<file path="src/rtl/invaders_input_pkg.sv">
// Shared constants for the Invaders-family input stage:
// scan codes, button bit positions, joystick bits and coin FSM states.
package invaders_input_pkg;

    localparam logic [7:0] SC_P1_UP     = 8'h75;
    localparam logic [7:0] SC_P1_DOWN   = 8'h72;
    localparam logic [7:0] SC_P1_LEFT   = 8'h6B;
    localparam logic [7:0] SC_P1_RIGHT  = 8'h74;
    localparam logic [7:0] SC_P1_FIREA  = 8'h14;
    localparam logic [7:0] SC_P1_FIREB  = 8'h11;
    localparam logic [7:0] SC_P1_FIREC  = 8'h29;
    localparam logic [7:0] SC_P1_FIRED  = 8'h12;

    localparam logic [7:0] SC_P2_UP     = 8'h2D;
    localparam logic [7:0] SC_P2_DOWN   = 8'h2B;
    localparam logic [7:0] SC_P2_LEFT   = 8'h23;
    localparam logic [7:0] SC_P2_RIGHT  = 8'h34;
    localparam logic [7:0] SC_P2_FIREA  = 8'h1C;
    localparam logic [7:0] SC_P2_FIREB  = 8'h1B;
    localparam logic [7:0] SC_P2_FIREC  = 8'h15;
    localparam logic [7:0] SC_P2_FIRED  = 8'h1D;

    localparam logic [7:0] SC_START1_A  = 8'h05;
    localparam logic [7:0] SC_START1_B  = 8'h16;
    localparam logic [7:0] SC_START2_A  = 8'h06;
    localparam logic [7:0] SC_START2_B  = 8'h1E;
    localparam logic [7:0] SC_COIN1_A   = 8'h76;
    localparam logic [7:0] SC_COIN1_B   = 8'h2E;
    localparam logic [7:0] SC_COIN2     = 8'h36;

    localparam int BTN_RIGHT = 0;
    localparam int BTN_LEFT  = 1;
    localparam int BTN_DOWN  = 2;
    localparam int BTN_UP    = 3;
    localparam int BTN_FIREA = 4;
    localparam int BTN_FIREB = 5;
    localparam int BTN_FIREC = 6;
    localparam int BTN_FIRED = 7;

    localparam int JOY_START1 = 8;
    localparam int JOY_START2 = 9;
    localparam int JOY_COIN   = 10;

    typedef enum logic [1:0] {
        CS_IDLE   = 2'd0,
        CS_ACTIVE = 2'd1,
        CS_HOLD   = 2'd2
    } coin_st_t;

endpackage

</file>
<file path="src/rtl/invaders_input_coin_pulse.sv">
// Coin stretcher: one fixed-length pulse per coin press,
// measured in VSync rising edges.
module coin_pulse
    import invaders_input_pkg::*;
#(
    parameter int COIN_FRAMES = 4
) (
    input  logic clk,
    input  logic rst,
    input  logic vsync,
    input  logic coin_raw,
    output logic coin
);

    localparam logic [3:0] FRAMES = 4'(COIN_FRAMES);

    coin_st_t   st_q, st_d;
    logic [3:0] cnt_q, cnt_d;
    logic       vs_prev_q, coin_prev_q;
    logic       coin_q, coin_d;
    logic       vs_rise, coin_rise;

    always_comb begin
        vs_rise   = vsync & ~vs_prev_q;
        coin_rise = coin_raw & ~coin_prev_q;
        st_d      = st_q;
        cnt_d     = cnt_q;
        coin_d    = coin_q;
        unique case (st_q)
            CS_IDLE: begin
                // a vsync edge coinciding with the coin edge is dropped here
                if (coin_rise) begin
                    st_d   = CS_ACTIVE;
                    cnt_d  = '0;
                    coin_d = 1'b1;
                end
            end
            CS_ACTIVE: begin
                if (vs_rise) begin
                    cnt_d = cnt_q + 4'd1;
                    if (cnt_d == FRAMES) begin
                        st_d   = CS_HOLD;
                        coin_d = 1'b0;
                    end
                end
            end
            CS_HOLD: begin
                if (!coin_raw) st_d = CS_IDLE;
            end
            default: begin
                st_d   = CS_IDLE;
                coin_d = 1'b0;
            end
        endcase
    end

    always_ff @(posedge clk or posedge rst) begin
        if (rst) begin
            st_q        <= CS_IDLE;
            cnt_q       <= '0;
            vs_prev_q   <= 1'b1;
            coin_prev_q <= 1'b1;
            coin_q      <= 1'b0;
        end else begin
            st_q        <= st_d;
            cnt_q       <= cnt_d;
            vs_prev_q   <= vsync;
            coin_prev_q <= coin_raw;
            coin_q      <= coin_d;
        end
    end

    assign coin = coin_q;

endmodule

</file>
<file path="src/rtl/invaders_input.sv">
// Invaders input front end: PS/2 key decode, joystick merge,
// coin stretching and ioctl capture of game-select and DIP bytes.
module invaders_input
    import invaders_input_pkg::*;
#(
    parameter int COIN_FRAMES = 4
) (
    input  logic        clk_sys,
    input  logic        reset,
    input  logic [10:0] ps2_key,
    input  logic [15:0] joy1,
    input  logic [15:0] joy2,
    input  logic        vsync,
    input  logic        ioctl_wr,
    input  logic [7:0]  ioctl_index,
    input  logic [24:0] ioctl_addr,
    input  logic [7:0]  ioctl_dout,
    output logic [7:0]  p1_btn,
    output logic [7:0]  p2_btn,
    output logic        start1,
    output logic        start2,
    output logic        coin,
    output logic [7:0]  mod,
    output logic [23:0] dip_sw
);

    logic       tog_q, armed_q, evt, pr;
    logic [7:0] kp1_q, kp1_d, kp2_q, kp2_d;
    // {coin2, coin1, start2, start1}
    logic [3:0] ksys_q, ksys_d;
    logic [7:0] p1_q, p1_d, p2_q, p2_d;
    logic       s1_q, s1_d, s2_q, s2_d;
    logic       craw_q, craw_d;
    logic [7:0]  mod_q = '0;
    logic [7:0]  mod_d;
    logic [23:0] dip_q = '0;
    logic [23:0] dip_d;
    logic        unused_bits;

    assign unused_bits = ^{joy1[15:11], joy2[15:11], ps2_key[8]};

    always_comb begin
        evt    = armed_q && (ps2_key[10] != tog_q);
        pr     = ps2_key[9];
        kp1_d  = kp1_q;
        kp2_d  = kp2_q;
        ksys_d = ksys_q;
        if (evt) begin
            case (ps2_key[7:0])
                SC_P1_UP:    kp1_d[BTN_UP]    = pr;
                SC_P1_DOWN:  kp1_d[BTN_DOWN]  = pr;
                SC_P1_LEFT:  kp1_d[BTN_LEFT]  = pr;
                SC_P1_RIGHT: kp1_d[BTN_RIGHT] = pr;
                SC_P1_FIREA: kp1_d[BTN_FIREA] = pr;
                SC_P1_FIREB: kp1_d[BTN_FIREB] = pr;
                SC_P1_FIREC: kp1_d[BTN_FIREC] = pr;
                SC_P1_FIRED: kp1_d[BTN_FIRED] = pr;
                SC_P2_UP:    kp2_d[BTN_UP]    = pr;
                SC_P2_DOWN:  kp2_d[BTN_DOWN]  = pr;
                SC_P2_LEFT:  kp2_d[BTN_LEFT]  = pr;
                SC_P2_RIGHT: kp2_d[BTN_RIGHT] = pr;
                SC_P2_FIREA: kp2_d[BTN_FIREA] = pr;
                SC_P2_FIREB: kp2_d[BTN_FIREB] = pr;
                SC_P2_FIREC: kp2_d[BTN_FIREC] = pr;
                SC_P2_FIRED: kp2_d[BTN_FIRED] = pr;
                SC_START1_A, SC_START1_B: ksys_d[0] = pr;
                SC_START2_A, SC_START2_B: ksys_d[1] = pr;
                SC_COIN1_A, SC_COIN1_B:   ksys_d[2] = pr;
                SC_COIN2:                 ksys_d[3] = pr;
                default: ;
            endcase
        end
        p1_d   = kp1_q | joy1[7:0];
        p2_d   = kp2_q | joy2[7:0];
        s1_d   = ksys_q[0] | joy1[JOY_START1] | joy2[JOY_START1];
        s2_d   = ksys_q[1] | joy1[JOY_START2] | joy2[JOY_START2];
        craw_d = ksys_q[2] | ksys_q[3] | joy1[JOY_COIN] | joy2[JOY_COIN];
    end

    // craw_q resets high so a coin held across reset reads as no new edge
    always_ff @(posedge clk_sys or posedge reset) begin
        if (reset) begin
            tog_q   <= 1'b0;
            armed_q <= 1'b0;
            kp1_q   <= '0;
            kp2_q   <= '0;
            ksys_q  <= '0;
            p1_q    <= '0;
            p2_q    <= '0;
            s1_q    <= 1'b0;
            s2_q    <= 1'b0;
            craw_q  <= 1'b1;
        end else begin
            tog_q   <= ps2_key[10];
            armed_q <= 1'b1;
            kp1_q   <= kp1_d;
            kp2_q   <= kp2_d;
            ksys_q  <= ksys_d;
            p1_q    <= p1_d;
            p2_q    <= p2_d;
            s1_q    <= s1_d;
            s2_q    <= s2_d;
            craw_q  <= craw_d;
        end
    end

    always_comb begin
        mod_d = mod_q;
        dip_d = dip_q;
        if (ioctl_wr && ioctl_index == 8'd1) mod_d = ioctl_dout;
        if (ioctl_wr && ioctl_index == 8'd254 && ioctl_addr[24:3] == '0) begin
            case (ioctl_addr[2:0])
                3'd0:    dip_d[7:0]   = ioctl_dout;
                3'd1:    dip_d[15:8]  = ioctl_dout;
                3'd2:    dip_d[23:16] = ioctl_dout;
                default: ;
            endcase
        end
    end

    // downloads happen while reset is held, so capture ignores it
    always_ff @(posedge clk_sys) begin
        mod_q <= mod_d;
        dip_q <= dip_d;
    end

    coin_pulse #(
        .COIN_FRAMES(COIN_FRAMES)
    ) u_coin (
        .clk      (clk_sys),
        .rst      (reset),
        .vsync    (vsync),
        .coin_raw (craw_q),
        .coin     (coin)
    );

    assign p1_btn = p1_q;
    assign p2_btn = p2_q;
    assign start1 = s1_q;
    assign start2 = s2_q;
    assign mod    = mod_q;
    assign dip_sw = dip_q;

endmodule

</file>
<file path="config.mk">
export PLATFORM = sky130hd
export DESIGN_NAME = invaders_input
export DESIGN_NICKNAME = d
export VERILOG_FILES = /design/src/rtl/invaders_input_pkg.sv /design/src/rtl/invaders_input_coin_pulse.sv /design/src/rtl/invaders_input.sv
export SDC_FILE = /design/constraint.sdc
export NUM_CORES = 1
export LEC_CHECK = 0
export CAP_MARGIN = 10
export CORE_MARGIN = 8
export CORE_UTILIZATION = 45
export CTS_BUF_LIST = sky130_fd_sc_hd__clkbuf_8
export DETAILED_ROUTE_END_ITERATION = 10
export DONT_BUFFER_PORTS = 1
export PLACE_DENSITY = 0.66
export SYNTH_ARGS = -nofsm -noshare
export SYNTH_HDL_FRONTEND = slang
export SYNTH_SLANG_ARGS = --single-unit
</file>
<file path="constraint.sdc">
create_clock -name clk_sys -period 2.2 [get_ports clk_sys]
set_input_delay 0.22 -clock clk_sys [delete_from_list [all_inputs] [get_ports clk_sys]]
set_output_delay 0.22 -clock clk_sys [all_outputs]
set_load 0.05 [all_outputs]
</file>
# After elaboration in Yosys (flattened, before gate mapping)

Index checks and enable logic that the tools add are counted.
W data, S select, Z words.

Output and inout port bits: 51
Bits of input ports: 88
Register bits after elaboration: 82
Word-level logic and storage cells: 135

Reductions and logical operators: 37
Mux-type cells: 12
Eq/ne operators: 35
$add $sub $neg: 1
Bitwise logic cells: 14

Operator list:

| operator              | count |
|---|---|
| $eq A8 B5 Y1 const B  | 9 |
| $eq A8 B6 Y1 const B  | 7 |
| $reduce_and A2 Y1     | 23 |
| $eq A8 B7 Y1 const B  | 5 |
| $logic_not A22 Y1     | 1 |
| $eq A8 B3 Y1 const B  | 2 |
| $or A8 B8 Y8          | 2 |
| $eq A8 B1 Y1 const B  | 1 |
| $eq A8 B8 Y1 const B  | 1 |
| $mux W2               | 4 |
| $mux W4               | 2 |
| $pmux W4 S2           | 1 |
| $reduce_and A4 Y1     | 2 |
| $or A1 B1 Y1          | 7 |
| $ne A2 B1 Y1 const B  | 3 |
| $pmux W2 S3           | 1 |
| $reduce_or A2 Y1      | 3 |
| $add A4 B1 Y4 const B | 1 |
| $eq A4 B3 Y1 const B  | 1 |
| $logic_and A1 B1 Y1   | 4 |
| $eq A3 B1 Y1 const B  | 1 |
| $eq A3 B2 Y1 const B  | 1 |
| $logic_not A3 Y1      | 1 |
| $mux W1               | 3 |
| 10 further kinds      | 13 |

# Longest topological paths before layout

Depth in word-level cells: 5
Mapped depth: 5
Depth with buffers taken out: 5

# By module

Synthesis repeated with hierarchy kept, for this count alone.

Cells, all modules: 223
Area total of the unflattened synthesis: 3176.8 µm²

Modules (own cells, without submodules):

| module         | instances | sequential area each (µm²) | area each (µm²) | cells each |
|---|---|---|---|---|
| invaders_input | 1         | 1988.2                     | 2751.4          | 180 |
| coin_pulse     | 1         | 227.7                      | 425.4           | 43 |

# Least setup slack after synthesis

No wires, ideal clock.

Path kind: input -> register
Start point: input port ioctl_addr[14]
End point: register dip_q[10] (netlist: dip_sw[10]), enable pin
Arrival time: 1.828 ns
Data required time: 1.815 ns
Buffers on the path: 0
Cell stages on the path: 4
Setup time: 0.385 ns
Setup slack: -0.014 ns
Path through: nor4_1 nand4_1 or4_4 nor3b_1

Word-level cells in the longest chain between the ends: 3

RTL lines:

| element                     | line                  | source |
|---|---|---|
| start, declared             | invaders_input.sv:16  | `input logic [24:0] ioctl_addr,` |
| $logic_not A22 Y1           | invaders_input.sv:111 | `if (ioctl_wr && ioctl_index == 8'd254 && ioctl_addr[24:3] == '0) begin` |
| $logic_and A1 B1 Y1         | invaders_input.sv:111 |  |
| $reduce_and A2 Y1 (no line) | -                     |  |
| end signal, assigned        | invaders_input.sv:124 | `dip_q <= dip_d;` |
| end, declared               | invaders_input.sv:36  | `logic [23:0] dip_q = '0;` |

Every way passes these cells.
A chain may end at the register's enable or synchronous reset.

# Worst setup path after layout

Start point: register u_coin.cnt_q[0]
End point: register u_coin.st_q[0]

Word-level cells in the longest chain between the ends: 4

RTL lines:

| element                     | line                            | source |
|---|---|---|
| start, declared             | invaders_input_coin_pulse.sv:18 | `logic [3:0] cnt_q, cnt_d;` |
| start signal, assigned      | invaders_input_coin_pulse.sv:66 | `cnt_q <= cnt_d;` |
| $add A4 B1 Y4               | invaders_input_coin_pulse.sv:40 | `cnt_d = cnt_q + 4'd1;` |
| $eq A4 B3 Y1                | invaders_input_coin_pulse.sv:41 | `if (cnt_d == FRAMES) begin` |
| $ne A2 B1 Y1 (no line)      | -                               |  |
| $reduce_and A4 Y1 (no line) | -                               |  |
| end signal, assigned        | invaders_input_coin_pulse.sv:65 | `st_q <= st_d;` |
| end, declared               | invaders_input_coin_pulse.sv:17 | `coin_st_t st_q, st_d;` |

Every way passes these cells.

==> impl_metrics.yaml <==
global_route:
  antenna_found_initial: 0
  grt_pass1_wl_mm: 11.1
  grt_overflow: 0
  grt_use_total: 0.141
  grt_max_degree: 24
  grt_pass1_vias: 2183
timing:
  worstMarginPinSlew_ps: 508
  min_period_ps: 1770
  slew_viol_final: 0
  max_slew_margin: 0.661
  rsz0062_at_grt: "no"
  period_share: 0.807
  finClkSkew_ps: 3.84
  setup_viol: 0
  fin_tns_setup_ps: 0
  whs_ps: 33.3
  timing.fmax_mhz: 563
  hold_violations: 0
worst_setup_path:
  worstPathRequired_ps: 2430
  end_kind: "flop"
  critical_path_class: "reg2reg"
  crit_arrival_ps: 2000
  worstPathMaxFanout: 4
  startpoint_type: "flop"
final_layout:
  area_growth_pct: 21.4
  nets: 364
  fill_cells: 602
  regArea_um2: 2220
  multi_input_area_um2: 1010
  final_common_cell: "dfrtp_1"
  layout-drive-gt1-share: 0.265
  antenna_cells: 0
  layout.cells.most_common_list: "47 x dfrtp_1, 34 x dlygate4sd3_1, 32 x edfxtp_1, 21 x mux2_2, 16 x or2_2"
power:
  p_leak_uw: 0.00154
  finalPower_uw: 3290
  vdd_drop_max_v: 0.000410
  p_per_area_nw_per_um2: 829
detailed_routing:
  drtAntennaViolNets: 0
  drt-total-wl_mm: 7.02
  drc: 0
  first_pass_iters: 4
  wire_per_inst_um: 18.6
  num_vias: 2041
  routed_via_density: 5.40
  drt-initial-drc-count: 65
synthesis:
  ys_types: 43
  async_flop_share: 0.610
  avgSynthCellArea_um2: 14.2
  synth_cells: 230
  synth_seq_cells: 82
  synth.cell_area_um2: 3270
  syn_nets: 320
  seq_area_frac_synth: 0.678
  synthFlopType: "dfrtp_1"
  ys_warn_count: 0
  synth_edf_count: 32
floorplan:
  core-area_um2: 7140
  boundaryPins: 139
  dieArea_um2: 10300
  start_util: 0.458
  die_y_um: 101
  die_width_um: 101
  rows: 31
min_path:
  hold_class: "in2reg"
clock_tree:
  cts_resized: 0
  clk_pin_slew_ps: 80
  ctsRootBufferMaster: "clkbuf_8"
  numCtsBuffers: 9
  cts_tree: "done"
  cts_sinks: 82
  htree_levels: 3
  clk_latency_ps: 330
  clock_path_buffers: 2
run:
  maxCapViolations: 0
place:
  port_buffers: 0
  hpwl_mm: 5.20
  gp_congestion: 0.788
status:
  status: "finished clean"
per-layer routing:
layer | GRT usage | vias up | routed length [µm]
li1 | - | 932 | -
met1 | 0.159 | 1019 | 2970
met2 | 0.234 | 79 | 3400
met3 | 0.0570 | 11 | 534
met4 | 0.0538 | 0 | 108
met5 | 0 | - | 0
worst max-delay path, stage by stage (launching register included):
cell and delay [ps]:
dfrtp_1 430, ha_1 240, nand2b_1 90, a21oi_1 70, o32ai_1 440, mux2_2 390
registers in the layout, summed over array words and instances (netlist names):
register            cells
dip_sw                 24
kp1_q                   8
kp2_q                   8
mod                     8
p1_btn                  8
p2_btn                  8
ksys_q                  4
u_coin.cnt_q            4
u_coin.st_q             2
armed_q                 1
craw_q                  1
start1                  1
start2                  1
tog_q                   1
u_coin.coin             1
u_coin.coin_prev_q      1
u_coin.vs_prev_q        1
where the power goes:
group,switching [µW],total (µW),internal (µW)
Sequential,179,1850,1670
Combinational,118,284,166
Clock,521,1160,638
what timing repair did:
item	4_1_cts	5_1_grt
endpoints found under the hold margin	75	0
hold buffers	34	0
setup endpoints to repair	0	0
setup buffers	0	0
final timing paths:
path | start | to | slack (ps) | depth (start not counted)
min reg2reg | craw_q | u_coin.coin_prev_q | 390 | 0
max in group asynchronous | reset | u_coin.coin_prev_q | 1100 | 3
max | u_coin.cnt_q[0] | u_coin.st_q[0] | 430 | 5
min | ps2_key[9] | kp2_q[0] | 30 | 1
min in group asynchronous | reset | p1_btn[3] | 370 | 2
max reg2reg | u_coin.cnt_q[0] | u_coin.st_q[0] | 430 | 5
cell usage after synthesis (4+ instances only):
| library cell | count | area [µm²] |
|---|---|---|
| nor3_1 | 6 | 30.0 |
| buf_2 | 4 | 20.0 |
| inv_1 | 4 | 15.0 |
| edfxtp_1 | 32 | 961 |
| nand2b_1 | 6 | 37.5 |
| nand3_1 | 4 | 20.0 |
| nor4_1 | 14 | 87.6 |
| nor3b_1 | 4 | 30.0 |
| dfrtp_1 | 47 | 1180 |
| mux2_2 | 21 | 236 |
| nor2_1 | 9 | 33.8 |
| nand2_1 | 12 | 45.0 |
| or2_2 | 16 | 100 |
kinds of logic after synthesis:
logic type,share of synthesized area
buffers and inverters,0.0176
and+or+nand+nor,0.186
muxes,0.0819
adders and majority gates,0.00765
DFF,0.678
AOI/OAI and AO/OA,0.0207
other,0.00115
xor gates and xnor gates,0.00804
final cells by class:
type                            instances  area share
Clock buffer                            9      0.0312
Inverter                                5     0.00473
Sequential cell                        82       0.558
Clock inverter                          7      0.0236
Multi-Input combinational cell        136       0.254
Timing Repair Buffer                   40      0.0971
Tap cell                               99      0.0312
per-stage QoR:
| stage | worst slack, ps | instance area, µm² | cells | util |
|---|---|---|---|---|
| after floorplan | 58.4 | 3280 | 230 | - |
| after global placement | 337 | 3410 | 328 | 0.478 |
| after detailed placement | 286 | 3410 | 328 | 0.478 |
| after CTS | 406 | 3970 | 378 | 0.556 |
| after global routing | 319 | 3970 | 378 | 0.556 |
| final | 425 | 3970 | 378 | 0.556 |
Note: power is estimated with default switching activity, not from simulation.
